$ cat src/rtl/mem_arb_pkg.sv
// Shared encodings for the unified-memory port arbiter.
package mem_arb_pkg;

  typedef enum logic [1:0] {
    IDLE = 2'd0,
    BUSY = 2'd1,
    DONE = 2'd2
  } state_t;

  localparam logic OWN_IF = 1'b0;
  localparam logic OWN_D  = 1'b1;

endpackage

$ cat src/rtl/mux_2to1_16.sv
// 16-bit 2:1 mux selecting the memory address source.
module mux_2to1_16 (
  input  logic [15:0] i_a,
  input  logic [15:0] i_b,
  input  logic        i_sel,
  output logic [15:0] o_y
);

  assign o_y = i_sel ? i_b : i_a;

endmodule

$ cat src/rtl/mem_port_arbiter.sv
// Arbitrates one single-port memory between instruction fetch and the data stage,
// sequencing each access over a fixed MEM_LAT-cycle latency.
module mem_port_arbiter
  import mem_arb_pkg::*;
#(
  parameter int unsigned DW      = 16,
  parameter int unsigned AW      = 16,
  parameter int unsigned MEM_LAT = 4
) (
  input  logic          clk,
  input  logic          rst,
  input  logic          if_req,
  input  logic [AW-1:0] if_addr,
  output logic          if_ack,
  output logic [DW-1:0] if_rdata,
  output logic          if_stall,
  input  logic          d_req,
  input  logic          d_wr,
  input  logic [AW-1:0] d_addr,
  input  logic [DW-1:0] d_wdata,
  output logic          d_ack,
  output logic [DW-1:0] d_rdata,
  output logic          d_stall,
  output logic          addr_sel,
  output logic          mem_en,
  output logic          mem_wr,
  output logic [AW-1:0] mem_addr,
  output logic [DW-1:0] mem_wdata,
  input  logic [DW-1:0] mem_rdata
);

  localparam int unsigned    CW       = $clog2(MEM_LAT + 1);
  localparam logic [CW-1:0] CNT_INIT = CW'(MEM_LAT - 1);

  state_t          r_state;
  logic [CW-1:0]   r_cnt;
  logic            r_sel;
  logic            r_if_ack;
  logic            r_d_ack;
  logic [DW-1:0]   r_if_rdata;
  logic [DW-1:0]   r_d_rdata;
  logic            w_busy;

  // Acks are set on the BUSY->DONE edge so they are high for exactly the DONE cycle.
  always_ff @(posedge clk) begin
    if (rst) begin
      r_state    <= IDLE;
      r_cnt      <= '0;
      r_sel      <= OWN_IF;
      r_if_ack   <= 1'b0;
      r_d_ack    <= 1'b0;
      r_if_rdata <= '0;
      r_d_rdata  <= '0;
    end else begin
      r_if_ack <= 1'b0;
      r_d_ack  <= 1'b0;
      case (r_state)
        IDLE: begin
          if (d_req) begin
            r_sel   <= OWN_D;
            r_cnt   <= CNT_INIT;
            r_state <= BUSY;
          end else if (if_req) begin
            r_sel   <= OWN_IF;
            r_cnt   <= CNT_INIT;
            r_state <= BUSY;
          end
        end
        BUSY: begin
          if (r_cnt == '0) begin
            r_state <= DONE;
            if (r_sel == OWN_D) begin
              r_d_ack <= 1'b1;
              if (!d_wr) r_d_rdata <= mem_rdata;
            end else begin
              r_if_ack   <= 1'b1;
              r_if_rdata <= mem_rdata;
            end
          end else begin
            r_cnt <= r_cnt - CW'(1);
          end
        end
        DONE:    r_state <= IDLE;
        default: r_state <= IDLE;
      endcase
    end
  end

  assign w_busy    = (r_state == BUSY);

  assign if_ack    = r_if_ack;
  assign d_ack     = r_d_ack;
  assign if_rdata  = r_if_rdata;
  assign d_rdata   = r_d_rdata;
  assign if_stall  = if_req & ~r_if_ack;
  assign d_stall   = d_req & ~r_d_ack;
  assign addr_sel  = r_sel;
  assign mem_en    = w_busy;
  assign mem_wr    = w_busy & (r_sel == OWN_D) & d_wr;
  assign mem_wdata = d_wdata;

  mux_2to1_16 u_addr_mux (
    .i_a  (if_addr),
    .i_b  (d_addr),
    .i_sel(r_sel),
    .o_y  (mem_addr)
  );

endmodule

$ cat config.mk
export PLATFORM = sky130hd
export DESIGN_NAME = mem_port_arbiter
export DESIGN_NICKNAME = d
export VERILOG_FILES = /design/src/rtl/mem_arb_pkg.sv /design/src/rtl/mux_2to1_16.sv /design/src/rtl/mem_port_arbiter.sv
export SDC_FILE = /design/constraint.sdc
export NUM_CORES = 1
export LEC_CHECK = 0
export ABC_AREA = 1
export CORE_AREA = 2 2 80 82
export DETAILED_ROUTE_END_ITERATION = 10
export DIE_AREA = 0 0 82 84
export PLACE_DENSITY = 0.79
export SYNTH_ARGS = -nofsm -noshare
export SYNTH_HDL_FRONTEND = slang
export SYNTH_SLANG_ARGS = --single-unit
$ cat constraint.sdc
create_clock -name clk -period 1.4 [get_ports clk]
set_input_delay 0.28 -clock clk [delete_from_list [all_inputs] [get_ports clk]]
set_output_delay 0.28 -clock clk [all_outputs]
set_load 0.1 [all_outputs]
==> results.json, run 1 <==
{
  "drc": 0,
  "layout_min_cycle_time_ns": 1.522,
  "synth_ff_type": "dfxtp_1",
  "synthMuxAreaShare_pct": 0,
  "fin_ws_ns": -0.1224,
  "synth_top_area_cell": "dfxtp_1",
  "layoutNonFillerInstCount": 501,
  "fin_skew_ns": 0.01180,
  "finalMaxSlewViolations": 0,
  "cp_max_fo": 7,
  "die-area_um2": 6888,
  "path_class": "flip-flop to output pin",
  "setup.worst_path.start": "addr_sel",
  "grt_overflow_total": 0,
  "grt_pass1_wl_um": 10490,
  "place.port_buffers": 107,
  "hold_viol": 0,
  "hold_depth": 2,
  "p_int_mw": 2.772,
  "insertion_delay_ns": 0.30,
  "syn-cell-area_um2": 2082,
  "die_x_um": 82,
  "placed_cells": 476,
  "seq_power_share_pct": 27.1,
  "r2r_start": "r_cnt[1]",
  "r2r-end": "d_rdata[5]",
  "cp-start-kind": "flip-flop",
  "end_kind": "output pin",
  "ioPinCount": 140,
  "grt_pass1_vias": 2315,
  "worst_pin_slew_ns": 0.2871,
  "worstPathRequired_ns": 1.12,
  "synth_top_family_by_area": "simple AND/OR/NAND/NOR gates",
  "synth_fa_ha_area_share_pct": 1.202,
  "first_pass_iters": 4,
  "async_flop_share_pct": 0,
  "min_period_over_period_pct": 108.7,
  "area_growth_pct": 112.9,
  "hold_path_class": "flip-flop to flip-flop",
  "hold_start": "r_cnt[1]",
  "grt_start_max_net_pins": 35,
  "core_um2": 6096,
  "switching_share_pct": 43.90,
  "fp.dieH_um": 84,
  "power.density_nw_per_um2": 1115,
  "htreeDepth": 2,
  "p_comb_share_pct": 54.2,
  "synth_edf_count": 0,
  "run_status": "finished, violations left",
  "hpwl_um": 4892,
  "synth_seq_cells": 40,
  "routed_wl_um": 7067,
  "clkPwrFrac_pct": 18.7,
  "nets": 494,
  "ys_types": 22,
  "p_leak_nw": 1.976,
  "clockRootBuffer": "clkbuf_8",
  "cts_tree": "built",
  "violations": "setup timing",
  "start_util_pct": 34.15,
  "row_count": 29,
  "num_vias": 2352,
  "antenna_cells": 0,
  "synth_commonest_cells": "nand2_1, nor2_1, dfxtp_1, nand3_1, inv_1",
  "drtAntennaViolNets": 0,
  "wire_per_inst_um": 14.11,
  "gp_congestion": 0.7799,
  "setup_viol": 18,
  "drv_cap": 0,
  "critical_path_arrival_ns": 1.24,
  "yosysMostFrequentCell": "nand2_1",
  "fin_hold_ws_ns": 0.5089,
  "ff2ff_setup_slack_ns": 0.01,
  "synth_area_leaders": "dfxtp_1, nand2_1, nor2_1",
  "antenna_found_initial": 0,
  "synth-simple-area-share_pct": 43.39,
  "max_freq_mhz": 656.9,
  "switchingPower_mw": 2.169,
  "cts_buffer_depth": 2,
  "synthCells": 314,
  "numCtsBuffers": 5,
  "first_iter_violations": 133,
  "synth-xor-area-share_pct": 0,
  "grt_usage_pct": 19.57,
  "clk_pin_slew_worst_paths_ns": 0.08,
  "drive_gt1_share_pct": 42.69,
  "avgSynthCellArea_um2": 6.631,
  "ir_worst_vdd_mv": 0.8408,
  "holdPathEnd": "r_cnt[1]",
  "yosys_warnings": 0,
  "rsz0062_at_grt": "true",
  "synth.top_cell.area_share_pct": 38.46,
  "yosysSeqAreaShare_pct": 38.46,
  "clock-sinks": 40,
  "rr_worst_depth": 8,
  "vias_per_cell": 4.695,
  "dpl_worst_slack_ns": -0.1855,
  "synth_fp_nets": 385,
  "synth_compound_area_share_pct": 1.202,
  "relSlewSlack_pct": 80.82
}
-- timing repair --
item / in CTS / in global routing
buffers inserted: 4 / 8
gates resized for setup: 28 / 46
hold buffers: 0 / 0
pin swaps: 3 / 14
setup endpoints to repair: 19 / 52
cloned: 1 / 4
-- flip-flops by register name, summed over array words and instances (netlist names) --
register / count
d_rdata: 16
r_cnt: 3
if_ack: 1
addr_sel: 1
if_rdata: 16
d_ack: 1
r_state: 2
-- routing by layer --
layer | track usage [%] | wire length, um | up-vias | part of all wire, %
li1 | - | - | 1153 | -
met1 | 22.13 | 2643 | 1067 | 37
met2 | 34.29 | 3721 | 125 | 53
met3 | 7.576 | 648 | 7 | 9.2
met4 | 3.939 | 54 | 0 | 0.76
met5 | 0 | 0 | - | 0
-- per-stage QoR --
step           util, %  setup TNS (ns)  total power [mW]  cell area [um2]
4_1_cts          67.77          -1.982             4.769             4131
5_1_grt          72.72          -3.949             5.145             4433
6_report         72.72          -1.773             4.941             4433
2_1_floorplan        -          -6.700             3.098             2310
3_5_place_dp     63.88          -2.157             3.769             3894
3_3_place_gp     63.88          -1.432             3.738             3894
-- layout make-up --
type	count	area [um2]
timing repair buffer	130	1891
fill	433	1663
multi-input combinational	214	1393
sequential	40	813.3
inverter	31	126.4
tap	77	96.34
clock buffer	6	72.57
clock inverter	2	35.03
timing repair inverter	1	6.256
-- worst max path at each step --
stage	slack [ns]	endpoint
6_report	-0.12	mem_addr[9]
5_1_grt	-0.16	mem_addr[9]
4_1_cts	-0.15	mem_wr
3_5_place_dp	-0.19	mem_wr
3_3_place_gp	-0.12	mem_wr
2_1_floorplan	-0.43	mem_wr
-- cell usage in the layout (no fill, tap or decap), types with 2 or more instances in the layout --
cell type / netlist / routed
a21oi_1: 4 / 4
buf_12: 0 / 58
buf_4: 17 / 13
buf_6: 4 / 4
clkbuf_16: 0 / 2
clkbuf_8: 0 / 5
clkdlybuf4s50_1: 0 / 50
dfxtp_1: 40 / 34
dfxtp_2: 0 / 4
dfxtp_4: 0 / 2
inv_1: 25 / 19
inv_2: 5 / 9
inv_4: 0 / 2
nand2_1: 93 / 52
nand2_2: 1 / 14
nand2_4: 1 / 22
nand2_8: 0 / 7
nand3_1: 33 / 16
nand3_2: 0 / 17
nor2_1: 63 / 61
nor2_2: 8 / 8
nor2_4: 3 / 6
nor2_8: 2 / 2
-- power by group through the flow --
stage | registers, mW | logic [mW] | clock network, mW
floorplan | 1.81 | 1.29 | 0
global placement | 1.36 | 2.38 | 0
detailed placement | 1.36 | 2.41 | 0
CTS | 1.33 | 2.49 | 0.945
global route | 1.35 | 2.79 | 1.00
finish | 1.34 | 2.68 | 0.925
-- critical path, stage by stage (launching register included) --
cell,delay [ns]
dfxtp_4,0.46
buf_8,0.17
nand2_2,0.07
nand2_4,0.07
buf_12,0.16
-- cells by family after synthesis --
| kind of cell | Yosys count |
|---|---|
| AOI/OAI and AO/OA | 5 |
| adders and majority gates | 2 |
| buffers and inverters | 61 |
| DFF | 40 |
| and+or+nand+nor | 206 |
Power figures use the tool's default switching activity.
==> run 2, diff against run 1 <==
CAP_MARGIN = 20   (was default)
==> results of run 2 <==
The final DEF is identical to that of run 1; final timing and power are the same.
